`src/rtl/sc_hex_display.sv`:
```
// sc_hex_display: sequential double-dabble binary-to-BCD converter driving active-low 7-segment digits.
// Define SC_HEX_LEADING_ZERO_BLANK_EN to blank digits above the most significant non-zero digit.
module sc_hex_display #(
    parameter int DIGITS = 6
) (
    input  logic                  clock,
    input  logic                  reset,
    input  logic [31:0]           value_in,
    output logic [7*DIGITS-1:0]   hex,
    output logic                  busy,
    output logic                  overflow
);
    typedef enum logic [1:0] {IDLE, LOAD, SHIFT, UPDATE} state_t;
    localparam logic [6:0] DASH  = 7'b0111111;
    localparam logic [6:0] BLANK = 7'b1111111;
`ifdef SC_HEX_LEADING_ZERO_BLANK_EN
    localparam bit LZB = 1'b1;
`else
    localparam bit LZB = 1'b0;
`endif

    state_t              state_q;
    logic [31:0]         bin_q, last_q;
    logic [39:0]         bcd_q, adj_d;
    logic [4:0]          cnt_q;
    logic                pending_q, busy_q, overflow_q, ovf_d, lead;
    logic [7*DIGITS-1:0] hex_q, hex_d;

    function automatic logic [6:0] seg(input logic [3:0] n);
        case (n)
            4'd0:    seg = 7'b1000000;
            4'd1:    seg = 7'b1111001;
            4'd2:    seg = 7'b0100100;
            4'd3:    seg = 7'b0110000;
            4'd4:    seg = 7'b0011001;
            4'd5:    seg = 7'b0010010;
            4'd6:    seg = 7'b0000010;
            4'd7:    seg = 7'b1111000;
            4'd8:    seg = 7'b0000000;
            4'd9:    seg = 7'b0010000;
            default: seg = DASH;
        endcase
    endfunction

    always_comb begin
        adj_d = bcd_q;
        for (int i = 0; i < 10; i++)
            adj_d[4*i+:4] = bcd_q[4*i+:4] >= 4'd5 ? bcd_q[4*i+:4] + 4'd3 : bcd_q[4*i+:4];
    end

    // Nibbles above DIGITS only matter as an overflow flag; display uses the low DIGITS.
    always_comb begin
        ovf_d = 1'b0;
        for (int i = DIGITS; i < 10; i++)
            if (bcd_q[4*i+:4] != 4'd0) ovf_d = 1'b1;
        hex_d = '1;
        lead  = LZB;
        for (int k = DIGITS - 1; k >= 0; k--) begin
            lead = lead && bcd_q[4*k+:4] == 4'd0 && k != 0;
            hex_d[7*k+:7] = ovf_d ? DASH : lead ? BLANK : seg(bcd_q[4*k+:4]);
        end
    end

    always_ff @(posedge clock) begin
        if (reset) begin
            state_q    <= IDLE;
            hex_q      <= '1;
            busy_q     <= 1'b0;
            overflow_q <= 1'b0;
            last_q     <= '0;
            pending_q  <= 1'b1;
            bin_q      <= '0;
            bcd_q      <= '0;
            cnt_q      <= '0;
        end else begin
            case (state_q)
                IDLE: if (pending_q || value_in != last_q) begin
                    state_q <= LOAD;
                    busy_q  <= 1'b1;
                end
                LOAD: begin
                    bin_q     <= value_in;
                    last_q    <= value_in;
                    bcd_q     <= '0;
                    cnt_q     <= '0;
                    pending_q <= 1'b0;
                    state_q   <= SHIFT;
                end
                SHIFT: begin
                    {bcd_q, bin_q} <= {adj_d[38:0], bin_q, 1'b0};
                    cnt_q          <= cnt_q + 5'd1;
                    if (cnt_q == 5'd31) state_q <= UPDATE;
                end
                UPDATE: begin
                    hex_q      <= hex_d;
                    overflow_q <= ovf_d;
                    busy_q     <= 1'b0;
                    state_q    <= IDLE;
                end
            endcase
        end
    end

    assign hex      = hex_q;
    assign busy     = busy_q;
    assign overflow = overflow_q;
endmodule
```
`config.mk`:
```
export PLATFORM = sky130hd
export DESIGN_NAME = sc_hex_display
export DESIGN_NICKNAME = d
export VERILOG_FILES = /design/src/rtl/sc_hex_display.sv
export SDC_FILE = /design/constraint.sdc
export NUM_CORES = 1
export LEC_CHECK = 0
export ABC_AREA = 1
export BUFFER_PORTS_ARGS = -buffer_cell sky130_fd_sc_hd__buf_2
export CELL_PAD_IN_SITES_DETAIL_PLACEMENT = 0
export CELL_PAD_IN_SITES_GLOBAL_PLACEMENT = 1
export CORE_MARGIN = 10
export CORE_UTILIZATION = 40
export CTS_CLUSTER_DIAMETER = 30
export DETAILED_ROUTE_END_ITERATION = 16
export PLACE_DENSITY = 0.73
export SYNTH_ARGS = -nofsm -noshare
export SYNTH_HDL_FRONTEND = slang
export SYNTH_SLANG_ARGS = --single-unit
export TNS_END_PERCENT = 5
```
`constraint.sdc`:
```
create_clock -name clock -period 2.2 [get_ports clock]
set_clock_uncertainty 0.05 [all_clocks]
set_input_delay 0.33 -clock clock [delete_from_list [all_inputs] [get_ports clock]]
set_output_delay 0.33 -clock clock [all_outputs]
set_load 0.05 [all_outputs]
```
==> impl_metrics.env, run 1 <==
export IMPL_first_iter_violations=358
export IMPL_total_power_uw=11650
export IMPL_crit_required_ns=2.48
export IMPL_vias=8141
export IMPL_leakage_uw=0.005553
export IMPL_place_hpwl_mm=14.86
export IMPL_timing_fmax_mhz=472.4
export IMPL_rrSetupSlack_ns=0.08
export IMPL_drt_wirelength_per_cell_um=12.29
export IMPL_arrival_ns=2.40
export IMPL_slowest_stage="dfxtp_2"
export IMPL_fin_crit_sh_pct=96.21
export IMPL_synth_mux_area_share_pct=0
export IMPL_synth_edf_count=0
export IMPL_synth_compound_area_share_pct=13.83
export IMPL_use_met1_pct=17.46
export IMPL_postPlaceCellArea_um2=10470
export IMPL_worstMarginPinSlew_ns=0.5161
export IMPL_hold_class="input pin to flip-flop"
export IMPL_yosys_warnings=0
export IMPL_grt_max_degree=70
export IMPL_synth_area_um2=9505
export IMPL_die_y_um=174.2
export IMPL_synth_top_family_by_area="simple AND/OR/NAND/NOR gates"
export IMPL_design_area_um2=11380
export IMPL_hold_path_startpoint="value_in[16]"
export IMPL_synth_fp_nets=1406
export IMPL_synthFlopType="dfxtp_1"
export IMPL_p_per_area_nw_per_um2=1023
export IMPL_antenna_found_initial=0
export IMPL_die_x_um=174.2
export IMPL_synth_top_area_cell="dfxtp_1"
export IMPL_r2r_cells=13
export IMPL_critPathMaxFanout=5
export IMPL_finalSetupTns_ns=0
export IMPL_outcome="finished clean"
export IMPL_drive_gt1_share_pct=18.08
export IMPL_drc=0
export IMPL_fin_cells=1746
export IMPL_crit_path_start="bcd_q[8]"
export IMPL_synthDominantCellAreaShare_pct=41.70
export IMPL_synthArstFlopShare_pct=0
export IMPL_setup_viol=0
export IMPL_crit_path_max_incr_delay_ns=0.37
export IMPL_ios=78
export IMPL_area_growth_synth_to_final_pct=19.71
export IMPL_hold_end="last_q[16]"
export IMPL_synthDistinctLibCells=38
export IMPL_numCtsBuffers=17
export IMPL_cts_hold_buf=0
export IMPL_setup_ws_ns=0.08332
export IMPL_initial_utilization_pct=40.62
export IMPL_grt_util_met2_pct=24.75
export IMPL_nets=1509
export IMPL_insertion_delay_ns=0.44
export IMPL_regToRegStartpoint="bcd_q[8]"
export IMPL_grtUsageTotal_pct=14.38
export IMPL_syn_inst=1311
export IMPL_yosys_area_share_adder_pct=8.029
export IMPL_critPathBufInv=3
export IMPL_layout_commonest_cell="nand2_1"
export IMPL_final_cell_mix="nand2_1, dfxtp_1, inv_1, buf_2, a21oi_1"
export IMPL_placed_cells=1707
export IMPL_viasPerCell=4.663
export IMPL_rsz0062_at_grt="true"
export IMPL_synth_simple_area_share_pct=24.84
export IMPL_ys_top_cells_by_area="dfxtp_1, nand2_1, ha_1"
export IMPL_place_ws_ns=-0.07280
export IMPL_vdd_ir_drop_max_v=0.0006364
export IMPL_met3_usage_pct=3.814
export IMPL_start_kind="flip-flop"
export IMPL_gp_congestion=0.8236
export IMPL_hold_path_depth=3
export IMPL_avgSynthCellArea_um2=7.250
export IMPL_grt_busiest_layer="met2"
export IMPL_wirelength_mm=21.46
export IMPL_path_class="flip-flop to flip-flop"
export IMPL_clock_sinks=198
export IMPL_synth_xor_area_share_pct=1.566
export IMPL_cap_violations=0
export IMPL_antenna_cells=0
export IMPL_finalHoldViolations=0
export IMPL_path_cells="inv_1, ha_1, nor2_4, nor2_4, buf_4, nor2_1, o22ai_2, nand2_2, inv_2, ha_1, or2_1, nand3_1, nand2_1"
export IMPL_htreeDepth=4
export IMPL_crit_family="simple AND/OR/NAND/NOR gates"
export IMPL_numPortBuffers=77
export IMPL_cts_root_buf="clkbuf_16"
export IMPL_slew_violations=0
export IMPL_die_area_um2=30330
export IMPL_seq_area_frac_synth_pct=41.70
export IMPL_overflow=0
export IMPL_synth_seq_cells=198
export IMPL_core_area_um2=23400
export IMPL_drtPass1Iterations=4
export IMPL_grt_pass1_vias=7955
export IMPL_grt_pass1_wl_mm=37.36
export IMPL_ant_nets=0
export IMPL_cts_max_path_buffers=2
export IMPL_std_cell_rows=56
export IMPL_slew_headroom_pct=65.54
export IMPL_min_period_ns=2.117
export IMPL_cp_end_kind="flip-flop"
export IMPL_clk_pin_slew_ns=0.09
export IMPL_cts_tree="yes"
==> cells in the mapped netlist (all sizes together) (6+ instances only) <==
cell type  instances
nand2            416
dfxtp            198
inv              182
o21ai             91
a21oi             80
nand3             74
ha                61
nor2              61
o211ai            30
clkbuf            28
buf               23
xor2              11
or2               10
o22ai              9
o31ai              7
nand4              6
xnor2              6
==> metrics by stage <==
stage          hold slack, ns  util [%]
6_report               0.1090     48.62
5_1_grt                0.1156     48.62
4_1_cts               0.09243     47.58
3_5_place_dp           0.3781     44.76
3_3_place_gp           0.3730     44.76
2_1_floorplan          0.3692         -
==> cell type report <==
| cell class | count | area [um2] |
|---|---|---|
| clock inverters | 15 | 217.7 |
| inverters | 183 | 694.4 |
| clock buffers | 17 | 425.4 |
| multi-input cells | 879 | 4766 |
| fillers | 2424 | 12020 |
| well taps | 319 | 399.1 |
| repair buffers | 135 | 902.1 |
| flip-flops and latches | 198 | 3974 |
==> worst reg2reg max path, cell delays in order, from the launching register on <==
cell,delay (ns)
dfxtp_2,0.37
inv_1,0.06
ha_1,0.24
nor2_4,0.15
nor2_4,0.05
buf_4,0.13
nor2_1,0.14
o22ai_2,0.10
nand2_2,0.12
inv_2,0.07
ha_1,0.19
or2_1,0.24
nand3_1,0.07
nand2_1,0.05
==> worst max-delay path by stage <==
stage                endpoint  slack, ns  depth (start not counted)
floorplan           flip-flop      -0.02                         15
global placement    flip-flop      -0.01                         10
detailed placement  flip-flop      -0.07                         10
CTS                 flip-flop      0.005                         14
global route        flip-flop      -0.03                         14
finish              flip-flop       0.08                         13
==> power by group <==
part / leakage, uW / internal [uW] / switching, uW
combinational: 0.00363 / 1210 / 2450
sequential: 0.00162 / 4270 / 355
clock: 0.000311 / 1680 / 1670
==> repair_timing <==
action | 4_1_cts | 5_1_grt
endpoints found under the hold margin | 0 | 0
buffers inserted | 1 | 6
setup endpoints to repair | 14 | 73
pin swaps | 0 | 8
resized for setup | 6 | 68
==> kinds of logic (layout without fill, tap and decap cells) <==
family	after synthesis	after routing
AO/OA/AOI/OAI	227	227
buffers and inverters	234	350
adder cells (fa/ha/maj)	61	61
AND/OR/NAND/NOR	574	574
flip-flops	198	198
XOR/XNOR	17	17
==> per-layer routing <==
layer  share of wire, %  routed length [um]  vias to the layer above
met5                  0                   0                        -
met4               0.98                 211                        0
met3                4.1                 871                       13
met2                 46                9941                       99
met1                 49               10440                     3674
li1                   -                   -                     4355
Note: power is estimated with default switching activity, not from simulation.
==> run 2: changes to the inputs <==
--- a/config.mk
+++ b/config.mk
@@ -9,6 +9,7 @@
 export BUFFER_PORTS_ARGS = -buffer_cell sky130_fd_sc_hd__buf_2
 export CELL_PAD_IN_SITES_DETAIL_PLACEMENT = 0
 export CELL_PAD_IN_SITES_GLOBAL_PLACEMENT = 1
+export CORE_ASPECT_RATIO = 0.75
 export CORE_MARGIN = 10
 export CORE_UTILIZATION = 40
 export CTS_CLUSTER_DIAMETER = 30
==> impl_metrics.env, run 2 (synthesized netlist as in run 1, its figures left out) <==
export IMPL_outcome="finished clean"
export IMPL_p_comb_share_pct=31.3
export IMPL_slew_headroom_pct=68.88
export IMPL_layout_commonest_cell="nand2_1"
export IMPL_numCtsBuffers=17
export IMPL_cts_root_buf="clkbuf_16"
export IMPL_drive_gt1_share_pct=17.49
export IMPL_initial_utilization_pct=41.00
export IMPL_nets=1514
export IMPL_rrSetupSlack_ns=0.12
export IMPL_switching_share_pct=35.86
export IMPL_switchingPower_uw=4215
export IMPL_place_hpwl_mm=15.11
export IMPL_std_cell_rows=48
export IMPL_first_iter_violations=445
export IMPL_cp_end_kind="flip-flop"
export IMPL_path_class="flip-flop to flip-flop"
export IMPL_fill_cells=2294
export IMPL_setup_ws_ns=0.1204
export IMPL_drtPass1Iterations=5
export IMPL_drt_wirelength_per_cell_um=12.50
export IMPL_min_period_ns=2.080
export IMPL_vias=8049
export IMPL_ant_nets=0
export IMPL_wirelength_mm=21.62
export IMPL_start_kind="flip-flop"
export IMPL_gp_congestion=0.8387
export IMPL_die_x_um=198
export IMPL_hold_class="input pin to flip-flop"
export IMPL_setup_viol=0
export IMPL_ios=78
export IMPL_clockPowerShare_pct=29.3
export IMPL_drc=0
export IMPL_crit_required_ns=2.50
export IMPL_final_core_util_pct=48.87
export IMPL_viasPerCell=4.655
export IMPL_cts_tree="yes"
export IMPL_grt_pass1_wl_mm=36.71
export IMPL_die_y_um=153.5
export IMPL_vdd_ir_drop_max_v=0.0005334
export IMPL_place_ws_ns=-0.06234
export IMPL_grt_pass1_vias=7486
export IMPL_worstMarginPinSlew_ns=0.4667
export IMPL_grt_max_degree=66
export IMPL_clock_sinks=198
export IMPL_critPathMaxFanout=3
export IMPL_htreeDepth=4
export IMPL_finalHoldViolations=0
export IMPL_final_cell_mix="nand2_1, dfxtp_1, inv_1, buf_2, a21oi_1"
export IMPL_antenna_found_initial=0
export IMPL_fin_crit_sh_pct=94.53
export IMPL_overflow=0
export IMPL_rsz0062_at_grt="true"
export IMPL_p_per_area_nw_per_um2=1037
export IMPL_clk_pin_slew_ns=0.07
export IMPL_p_seq_share_pct=39.4
export IMPL_timing_fmax_mhz=480.9
export IMPL_antenna_cells=0
export IMPL_slew_violations=0
export IMPL_leakage_uw=0.005571
export IMPL_cap_violations=0
export IMPL_cts_max_path_buffers=2
export IMPL_insertion_delay_ns=0.44
export IMPL_die_area_um2=30390
export IMPL_numPortBuffers=77
export IMPL_core_area_um2=23180
export IMPL_area_growth_synth_to_final_pct=19.19
export IMPL_grtUsageTotal_pct=14.52
export IMPL_arrival_ns=2.38
export IMPL_p_int_uw=7539
==> run 2: cell count changes in the layout (fill, tap and decap cells not counted), sizes merged <==
cell,delta
buf,+5
clkinv,-5
inv,-5
bufinv,+4
clkinvlp,+2
clkbuf,+1
==> run 2: power groups by stage <==
stage,Clock [uW],Sequential [uW],Combinational [uW]
3_3_place_gp,0,4700,3630
5_1_grt,3690,4730,4150
6_report,3440,4630,3680
4_1_cts,3550,4630,3680
3_5_place_dp,0,4710,3660
2_1_floorplan,0,5270,2100
==> run 2: worst max-delay path, cell delays in order, from the launching register on <==
cell	delay, ns
dfxtp_2	0.33
inv_1	0.07
ha_4	0.29
nand2_4	0.07
buf_4	0.15
a21oi_1	0.13
o21ai_2	0.09
a21oi_2	0.19
inv_2	0.07
ha_1	0.30
o31ai_2	0.25
==> run 2: final cells by class <==
| cell class | count | area [um2] | area share (%) |
|---|---|---|---|
| multi-input cells | 879 | 4723 | 41.69 |
| flip-flops and latches | 198 | 3973 | 35.06 |
| repair buffers | 140 | 928.4 | 8.194 |
| inverters | 183 | 691.9 | 6.107 |
| clock buffers | 18 | 439.2 | 3.876 |
| well taps | 300 | 375.4 | 3.313 |
| clock inverters | 11 | 198.9 | 1.756 |
==> run 2: routing by layer <==
layer / global-route usage (%) / routed length (um)
met5: 0 / 0
met4: 3.689 / 155
met3: 3.184 / 721
met2: 22.27 / 9362
met1: 20.11 / 11380
==> run 2: through the flow <==
stage / instances / hold WS, ns / setup TNS (ns) / instance area, um2 / total power [uW]
finish: 1729 / 0.1189 / 0 / 11330 / 11750
floorplan: 1311 / 0.3692 / -0.04658 / 9508 / 7369
global route: 1729 / 0.1181 / -0.07808 / 11330 / 12570
detailed placement: 1695 / 0.3806 / -0.2635 / 10500 / 8373
CTS: 1724 / 0.09692 / -0.09565 / 11160 / 11860
global placement: 1695 / 0.3744 / -0.04344 / 10500 / 8335
==> run 2: timing repair <==
action | CTS | global route
hold buffers | 0 | 0
gates resized for setup | 6 | 50
setup buffers | 0 | 5
gates cloned | 0 | 0
pin swaps | 0 | 5
setup endpoints to repair | 12 | 74
==> run 2: final timing paths <==
path	start	end	cells after the start
worst min-delay path	value_in[11]	last_q[11]	3
worst min register to register	flip-flop	hex[16]	2
worst max-delay path	state_q[1]	flip-flop	10
worst max register to register	state_q[1]	flip-flop	10
